**src/rtl/distance_averager.sv**
```systemverilog
`default_nettype none
// ============================================================================
// Module   : distance_averager
// Purpose  : Sliding-window averager for 12-bit distance samples. It averages
//            the most recent 2**LOG2_N accepted samples using a circular
//            buffer and a running sum. The registered average feeds the
//            intensity mapping stage, where 0xFFF means "farthest" (minimum
//            intensity). That is why the idle and warm-up value is all ones.
// Revision : 1.0 - initial release
// ----------------------------------------------------------------------------
// Parameters
//   LOG2_N       log2 of window length, N = 2**LOG2_N (legal 1..6)
//   W            sample / average width in bits
// Ports
//   clk          in   1  system clock, rising edge
//   reset_n      in   1  asynchronous reset, active low
//   sample       in   W  new distance sample, qualified by sample_valid
//   sample_valid in   1  accept strobe, back-to-back allowed
//   flush        in   1  synchronous clear of the window (wins over accept)
//   average      out  W  registered window average (floor)
//   avg_valid    out  1  one-cycle pulse per accepted sample once filled
//   filled       out  1  N samples accepted since reset/flush
// ============================================================================
module distance_averager #(
    parameter int LOG2_N = 3,
    parameter int W      = 12
) (
    input  logic         clk,
    input  logic         reset_n,
    input  logic [W-1:0] sample,
    input  logic         sample_valid,
    input  logic         flush,
    output logic [W-1:0] average,
    output logic         avg_valid,
    output logic         filled
);

    localparam int N  = 1 << LOG2_N;
    // N * (2**W - 1) always fits in W + LOG2_N bits, so the sum never wraps.
    localparam int SW = W + LOG2_N;
    // The count must be able to hold the value N itself.
    localparam int CW = LOG2_N + 1;

    localparam logic [CW-1:0] N_CNT    = CW'(N);
    localparam logic [W-1:0]  AVG_IDLE = '1;

    // Window storage. It is deliberately not reset: entries are only read
    // back once the window is full, and by then every slot has been rewritten.
    logic [W-1:0]      win_q [N];

    logic [LOG2_N-1:0] wptr_q,      wptr_d;
    logic [CW-1:0]     count_q,     count_d;
    logic [SW-1:0]     sum_q,       sum_d;
    logic              filled_q,    filled_d;
    logic              pending_q,   pending_d;
    logic [W-1:0]      average_q,   average_d;
    logic              avg_valid_q, avg_valid_d;

    logic              accept_w;
    logic [W-1:0]      old_w;

    // flush drops a coincident sample.
    assign accept_w = sample_valid & ~flush;

    // Before the window is full, the slot being overwritten holds nothing
    // that belongs to the running sum.
    assign old_w = filled_q ? win_q[wptr_q] : '0;

    // ------------------------------------------------------------------
    // Next-state logic
    // ------------------------------------------------------------------
    always_comb begin
        wptr_d      = wptr_q;
        count_d     = count_q;
        sum_d       = sum_q;
        filled_d    = filled_q;
        pending_d   = 1'b0;
        average_d   = average_q;
        avg_valid_d = 1'b0;

        if (flush) begin
            wptr_d      = '0;
            count_d     = '0;
            sum_d       = '0;
            filled_d    = 1'b0;
            pending_d   = 1'b0;
            average_d   = AVG_IDLE;
            avg_valid_d = 1'b0;
        end else begin
            // Output stage. It works on the sum registered by the previous
            // accept, so it runs independently of this cycle's accept.
            // During warm-up the average keeps its idle value.
            if (pending_q && filled_q) begin
                average_d   = sum_q[SW-1:LOG2_N];
                avg_valid_d = 1'b1;
            end

            if (accept_w) begin
                // The sum stays non-negative, because old_w is already
                // part of it.
                sum_d     = sum_q + SW'(sample) - SW'(old_w);
                wptr_d    = wptr_q + 1'b1;
                count_d   = (count_q == N_CNT) ? count_q : count_q + 1'b1;
                filled_d  = filled_q | (count_q == N_CNT - 1'b1);
                pending_d = 1'b1;
            end
        end
    end

    // ------------------------------------------------------------------
    // State registers
    // ------------------------------------------------------------------
    always_ff @(posedge clk or negedge reset_n) begin
        if (!reset_n) begin
            wptr_q      <= '0;
            count_q     <= '0;
            sum_q       <= '0;
            filled_q    <= 1'b0;
            pending_q   <= 1'b0;
            average_q   <= AVG_IDLE;
            avg_valid_q <= 1'b0;
        end else begin
            wptr_q      <= wptr_d;
            count_q     <= count_d;
            sum_q       <= sum_d;
            filled_q    <= filled_d;
            pending_q   <= pending_d;
            average_q   <= average_d;
            avg_valid_q <= avg_valid_d;
        end
    end

    always_ff @(posedge clk) begin
        if (accept_w) begin
            win_q[wptr_q] <= sample;
        end
    end

    assign average   = average_q;
    assign avg_valid = avg_valid_q;
    assign filled    = filled_q;

endmodule
`default_nettype wire

```
**config.mk**
```make
export PLATFORM = sky130hd
export DESIGN_NAME = distance_averager
export DESIGN_NICKNAME = d
export VERILOG_FILES = /design/src/rtl/distance_averager.sv
export SDC_FILE = /design/constraint.sdc
export NUM_CORES = 1
export LEC_CHECK = 0
export CORE_ASPECT_RATIO = 0.9
export CORE_UTILIZATION = 35
export DETAILED_ROUTE_END_ITERATION = 8
export HOLD_SLACK_MARGIN = 0.03
export SLEW_MARGIN = 20
export SYNTH_ARGS = -nofsm -noshare
export SYNTH_HDL_FRONTEND = slang
export SYNTH_SLANG_ARGS = --single-unit
```
**constraint.sdc**
```tcl
create_clock -name clk -period 6.3 [get_ports clk]
set_input_delay 1.26 -clock clk [delete_from_list [all_inputs] [get_ports clk]]
set_output_delay 1.26 -clock clk [all_outputs]
set_load 0.01 [all_outputs]
```
==> run metrics, run 1 <==
# nets final=552; Post-Synth Simple-Gate Area=0.0786; Adder-Cell Fraction of Synth Area=0.0724; Net Sw Power=737 µW; syn nets=520; asr flop ratio synth=0.278; Synth top area share=0.449; Mean Syn Cell Area=13.6 µm²; met1 Usage GRT=0.201; Final HPWL DP=8.72 mm; post-synth cell types=57; Post-CTS Hold Fix Bufs=0; RSZ-0062 raised after global routing=no; leading post-synthesis cells by cell area=edfxtp_1, dfrtp_1, mux4_2; Non-Filler Instances=755; flop2flop setup slack=2.46 ns; clock tree from TritonCTS=built; CTS sink count=133; Filler cells=1595; final setup fails=0; max_slew headroom=0.434; ant diodes=0; Clk Tree Root Cell=clkbuf_16; First DRT Iteration DRCs=248; GRT met3 Usage=0.0397; LEAKAGE=0.00275 µW; mux cell area share after synthesis=0.103; skew final=0.00870 ns; MaxCap Viol Count=0; Int Pwr=1760 µW; placer congestion estimate=0.870; post-synthesis sequential area ratio=0.595; layout cells sized above 1=0.155; vias in the first global route=4086; Worst EP arrival=4.11 ns; post-CTS setup repair buffer count=0; PwrDens=330 nW/µm²; post_cts resized=0; worst setup path start=wptr_q[0]; Total GRT Usage=0.157; remaining antenna violation count=0; Hold Path Class=flip-flop to flip-flop; switching fraction of total power=0.295; Post-synth EDFFs=96; Hold Path Depth=2; Yosys reg bits=133; CP Max Fanout=34; initial antenna violation count=0; reg-to-reg critical path startpoint=wptr_q[0]; CTS HTree Levels=4; Reg power frac=0.411; via count=3792; largest area contributor in the netlist=edfxtp_1; via density per instance=5.02; layer with the highest usage=met2; VDD IR max=0.170 mV; number of input and output port buffers inserted=29; crit path kind=flip-flop to flip-flop; final hold vios=0; mapped cell area=6430 µm²; setup_tns=0 ns; Mapped Cells=474; Clk pin slew, worst setup/hold paths=0.05 ns; Synth Area in Compound Gates=0.0878; die height=131 µm; core area=17800 µm²; status=complete, no violations; type of origin of the critical path=flip-flop; largest family of logic cells by synthesized area=multiplexers; Rows=46; Logic pwr share=0.236; drt drc=0; r2r worst-path depth=11; final worst path period share=0.610; Placed Cells incl. Taps=727; FMAX=260 MHz; Die X=145 µm; Num CTS Buffers=17; first-pass detailed-route iteration total=5; wire per inst=17.4 µm; Synth Warn #=0; Tmin final=3.84 ns; num ports=30; Routed WL=13.2 mm; max-slew violations=0; CP required=6.57 ns; largest net degree at the start of global routing=38; met2 GRT Util=0.261; CP Capture Type=flip-flop; die footprint=18900 µm²; Area Growth Syn to Fin=17.5%; Clock Tree Buf Depth=2; predominant post-synthesis flop cell=edfxtp_1; total gr overflow=0; Worst-Margin Slew=0.848 ns; worst skew pair latency=0.42 ns; Initial Util=0.361; first-pass GRT wire length=21.7 mm; xor/xnor cell area share of the yosys netlist=0.0150; HP Start=sum_q[9]; Clk pwr share=0.353
-- cells in the final DEF (no fill, tap or decap), types with 5 or more instances in the layout --
cell             netlist  final
ha_1                  18     18
nand2_1               18     18
dfstp_2               12     12
nor2b_1               12     12
nor2_1                35     34
nand2b_1               5      5
dfrtp_1               25     23
xor2_1                 6      6
buf_4                  1      7
a211o_1               13     13
xnor2_1                5      5
mux2i_1               19     19
a22oi_1                6      6
a21oi_1               16     16
edfxtp_1              96     96
o21a_1                 5      5
fa_1                  12     12
o22ai_1                5      5
mux4_2                18     18
nand3_1                6      6
o21ai_0                5      5
clkbuf_16              0     17
inv_1                 54     54
clkdlybuf4s50_1        0     28
-- final timing paths --
check / end
setup / recovery: sum_q[10]
setup reg to reg: sum_q[10]
min in group asynchronous: sum_q[1]
hold / removal: sum_q[9]
hold reg to reg: sum_q[9]
max in group asynchronous: wptr_q[0]
-- critical path, stage by stage (launching register included) --
cell,delay [ns]
dfrtp_4,0.83
mux4_2,0.58
mux2i_1,0.18
nor2b_1,0.09
fa_1,0.49
inv_1,0.08
fa_1,0.46
a21oi_1,0.25
o21ai_1,0.22
a41oi_1,0.29
xnor2_1,0.15
o21ai_1,0.07
-- layer usage --
metal	up-vias	share of wire
met5	-	0
li1	1793	-
met3	15	0.030
met1	1924	0.46
met4	0	0.016
met2	60	0.49
-- state kept, by name, indices dropped and copies added (netlist names) --
| register | count |
|---|---|
| pending_q | 1 |
| wptr_q | 3 |
| win_q | 96 |
| count_q | 4 |
| avg_valid | 1 |
| average | 12 |
| sum_q | 15 |
| filled | 1 |
-- cell families after synthesis --
logic type,count (synthesis)
fa+ha+maj,30
flops,133
xor+xnor,11
mux,43
compound gates,79
simple gates,100
buf+inv,78
-- cell type report --
class / count / area, µm² / area share
tap: 240 / 300 / 0.0397
inverter: 55 / 206 / 0.0273
clock inverter: 10 / 87.6 / 0.0116
clock buffer: 18 / 429 / 0.0568
timing repair buffer: 36 / 338 / 0.0447
multi-input combinational: 263 / 2360 / 0.313
sequential: 133 / 3830 / 0.507
-- stage by stage --
step	area (µm²)	hold WS [ns]	power, µW	worst slack, ns	util
after global routing	7550	0.495	2650	2.11	0.425
after floorplan	6430	0.449	1480	2.91	-
final	7550	0.485	2490	2.46	0.425
after global placement	7000	0.482	1620	1.91	0.394
after detailed placement	7030	0.477	1630	1.91	0.395
after CTS	7540	0.488	2520	2.13	0.424
-- cells in the mapped netlist (all sizes together) (2+ instances only) --
cell type   n
fa         12
mux2i      19
a22oi       6
dfstp      12
nand2      18
xnor2       5
nor2       35
mux4       18
o22ai       5
a211oi      3
buf        13
edfxtp     96
mux2        6
nand4       3
a211o      13
ha         18
o21a        5
dfrtp      25
a21oi      17
a21o        3
o21ai       8
clkbuf     10
nor3        5
o221ai      2
a21boi      2
nand2b      5
nor2b      12
nor3b       7
and3        4
nand3       6
nor4b       2
o21bai      3
xor2        6
inv        55
-- power by group through the flow --
stage               registers [µW]  clock network, µW  logic (µW)
finish                        1020                880         589
global route                  1030                936         679
CTS                           1020                899         595
detailed placement            1040                  0         592
global placement              1040                  0         583
floorplan                     1020                  0         467
No activity file was read; power rests on OpenSTA's default activity.
==> run 2: changes to the inputs <==
- clock period: 6.3 -> 3.8 ns (I/O delays scaled with it)
==> run 2 against run 1 <==
  * Critical path depth up 1
  * Sequential share of layout area down 1.6 points
  * Worst hold slack worse by 0.023 ns
  * Sequential cell count unchanged
  * Largest cell class unchanged
  * Highest routed layer unchanged
  * Largest power group is now the clock network
  * Wire length up 6.5%
  * Clock skew about the same
  * Critical path type unchanged
  * Critical endpoint is now sum_q[14]
==> run metrics, run 2 (synthesis gave the netlist of run 1 again) <==
status=complete, no violations (unchanged); die height=131 µm (unchanged); met1 WL=6.36 mm (was 6.11 mm); vias in the first global route=4177 (was 4086); LEAKAGE=0.00291 µW (was 0.00275 µW); setup ws final=0.208 ns (was 2.46 ns); Net Sw Power=1310 µW (was 737 µW); layout cells sized above 1=0.192 (was 0.155); drt drc=0 (unchanged); worst skew pair latency=0.42 ns (about the same); Area Growth Syn to Fin=21.2% (was 17.5%); core area=17800 µm² (unchanged); RSZ-0062 raised after global routing=no (unchanged); ant diodes=0 (unchanged); Worst path top cell family by delay=compound AO/OA/AOI/OAI gates (was adder cells); total gr overflow=0 (unchanged); first-pass detailed-route iteration total=4 (was 5); skew final=0.00858 ns (was 0.00870 ns); crit path kind=flip-flop to flip-flop (unchanged); total chip power=4470 µW (was 2490 µW); Reg with most FFs=win_q (unchanged); clock tree from TritonCTS=built (unchanged); initial antenna violation count=0 (unchanged); Int Pwr=3160 µW (was 1760 µW); leading cell type in the layout, fill and taps excluded=edfxtp_1 (unchanged); Filler cells=1575 (was 1595); via density per instance=5.06 (was 5.02); multi-input combinational cell area=2340 µm² (was 2360 µm²); VDD IR max=0.240 mV (was 0.170 mV); num ports=30 (unchanged); pre-CTS WS=0.158 ns (was 1.91 ns); Clk Tree Root Cell=clkbuf_16 (unchanged); final hold vios=0 (unchanged); CP Capture Type=flip-flop (unchanged); Slowest cell on crit path=mux4_2 (was dfrtp_4); most frequent cells in the layout=edfxtp_1, inv_1, nor2_1, clkdlybuf4s50_1, dfrtp_1 (unchanged); Worst EP arrival=3.89 ns (was 4.11 ns); WL met2=6.90 mm (was 6.45 mm); largest net degree at the start of global routing=38 (unchanged); CP bufs+invs=2 (was 1); Total GRT Usage=0.166 (was 0.157); CP Max Fanout=16 (was 34); fin util=0.438 (was 0.425); Hold Path Class=input port to asynchronous set/reset pin (was flip-flop to flip-flop); First DRT Iteration DRCs=230 (was 248); Final HPWL DP=9.15 mm (was 8.72 mm); remaining antenna violation count=0 (unchanged); Clk pwr share=0.388 (was 0.353); r2r worst-path depth=12 (was 11); met3 wire len=439 µm (was 401 µm); switching fraction of total power=0.292 (was 0.295); Rows=46 (unchanged); Num CTS Buffers=17 (unchanged); setup_tns=0 ns (unchanged); PwrDens=574 nW/µm² (was 330 nW/µm²); Reg power frac=0.374 (was 0.411); reg-to-reg critical path startpoint=wptr_q[0] (unchanged); wire per inst=18.1 µm (was 17.4 µm); Clock Tree Buf Depth=2 (unchanged); Logic pwr share=0.238 (was 0.236); max-slew violations=0 (unchanged); # nets final=570 (was 552); CP required=4.10 ns (was 6.57 ns); final worst path period share=0.945 (was 0.610); type of origin of the critical path=flip-flop (unchanged); MaxCap Viol Count=0 (unchanged); critical path, cell by cell=buf_12 > mux4_2 > mux2i_1 > nor2b_1 > fa_1 > inv_1 > ha_1 > a21oi_1 > o21ai_1 > a311oi_1 > o21bai_1 > nand3_1 (was mux4_2 > mux2i_1 > nor2b_1 > fa_1 > inv_1 > fa_1 > a21oi_1 > o21ai_1 > a41oi_1 > xnor2_1 > o21ai_1); via count=3925 (was 3792); final setup fails=0 (unchanged); Die X=145 µm (unchanged); CTS sink count=133 (unchanged); Worst Hold Slack=0.462 ns (was 0.485 ns); Largest register FFs=96 (unchanged); die footprint=18900 µm² (unchanged); FMAX=278 MHz (was 260 MHz); max_slew headroom=0.411 (was 0.434); flop2flop setup slack=0.21 ns (was 2.46 ns); Initial Util=0.361 (unchanged); Clk pin slew, worst setup/hold paths=0.06 ns (was 0.05 ns); area taken by flip-flops and latches=3820 µm² (was 3830 µm²); placer congestion estimate=0.868 (was 0.870); first-pass GRT wire length=22.6 mm (was 21.7 mm); Worst-Margin Slew=0.884 ns (was 0.848 ns); R2R Path End=sum_q[14] (was sum_q[10]); Post-CTS Hold Fix Bufs=0 (unchanged); Max Used Layer=met4 (unchanged); CTS HTree Levels=4 (unchanged); Tmin final=3.59 ns (was 3.84 ns); Routed WL=14.0 mm (was 13.2 mm); number of input and output port buffers inserted=29 (unchanged); max incr delay on CP=0.51 ns (was 0.83 ns)
## run 2: changes by cell type in the layout (fill, tap and decap cells not counted), moves of 2 or more
| cell | previous run | this run |
|---|---|---|
| buf_12 | 0 | 2 |
| buf_4 | 7 | 23 |
| inv_6 | 1 | 5 |
| nor3b_4 | 2 | 0 |
| bufinv_16 | 1 | 4 |
| nor3_4 | 3 | 0 |
| nor3b_2 | 1 | 3 |
| nor3_2 | 0 | 3 |
## run 2: metrics by stage
step	area, µm²	std cells
6_report	7790	776
5_1_grt	7790	776
4_1_cts	7770	775
3_5_place_dp	7150	744
3_3_place_gp	7150	744
2_1_floorplan	6430	474
## run 2: metal layers
metal,up-vias,GRT usage
li1,1824,-
met1,2000,0.211
met2,77,0.272
met3,24,0.0372
met4,0,0.0737
met5,-,0
## run 2: worst max-delay path by stage
stage | depth (start not counted) | from | slack, ns | to
2_1_floorplan | 14 | wptr_q[0] | 0.41 | sum_q[11]
4_1_cts | 11 | wptr_q[0] | 0.13 | sum_q[10]
6_report | 12 | wptr_q[0] | 0.21 | sum_q[14]
3_5_place_dp | 12 | wptr_q[0] | 0.16 | sum_q[10]
5_1_grt | 12 | wptr_q[0] | 0.01 | sum_q[10]
3_3_place_gp | 11 | wptr_q[0] | 0.21 | sum_q[10]
## run 2: power groups by stage
stage / registers (µW) / logic [µW] / clock network (µW)
floorplan: 1690 / 774 / 0
global placement: 1700 / 1020 / 0
CTS: 1670 / 1050 / 1770
finish: 1670 / 1060 / 1730
detailed placement: 1700 / 1040 / 0
global route: 1680 / 1190 / 1830
## run 2: what timing repair did
item,CTS,global route
gates resized for setup,0,2
endpoints found under the setup margin,0,4
hold endpoints to repair,0,0
setup buffers,0,1
## run 2: area by class of cell
type / instances / area share
multi-input cells: 263 / 0.300
flip-flops and latches: 133 / 0.491
inverters: 55 / 0.0265
clock inverters: 14 / 0.0252
repair buffers: 54 / 0.0639
well taps: 240 / 0.0385
clock buffers: 17 / 0.0546
==> run 3: changes to the inputs <==
- SLEW_MARGIN: 20 -> unset
==> results of run 3 <==
No change in the layout: final DEF, timing and power equal those of run 2.
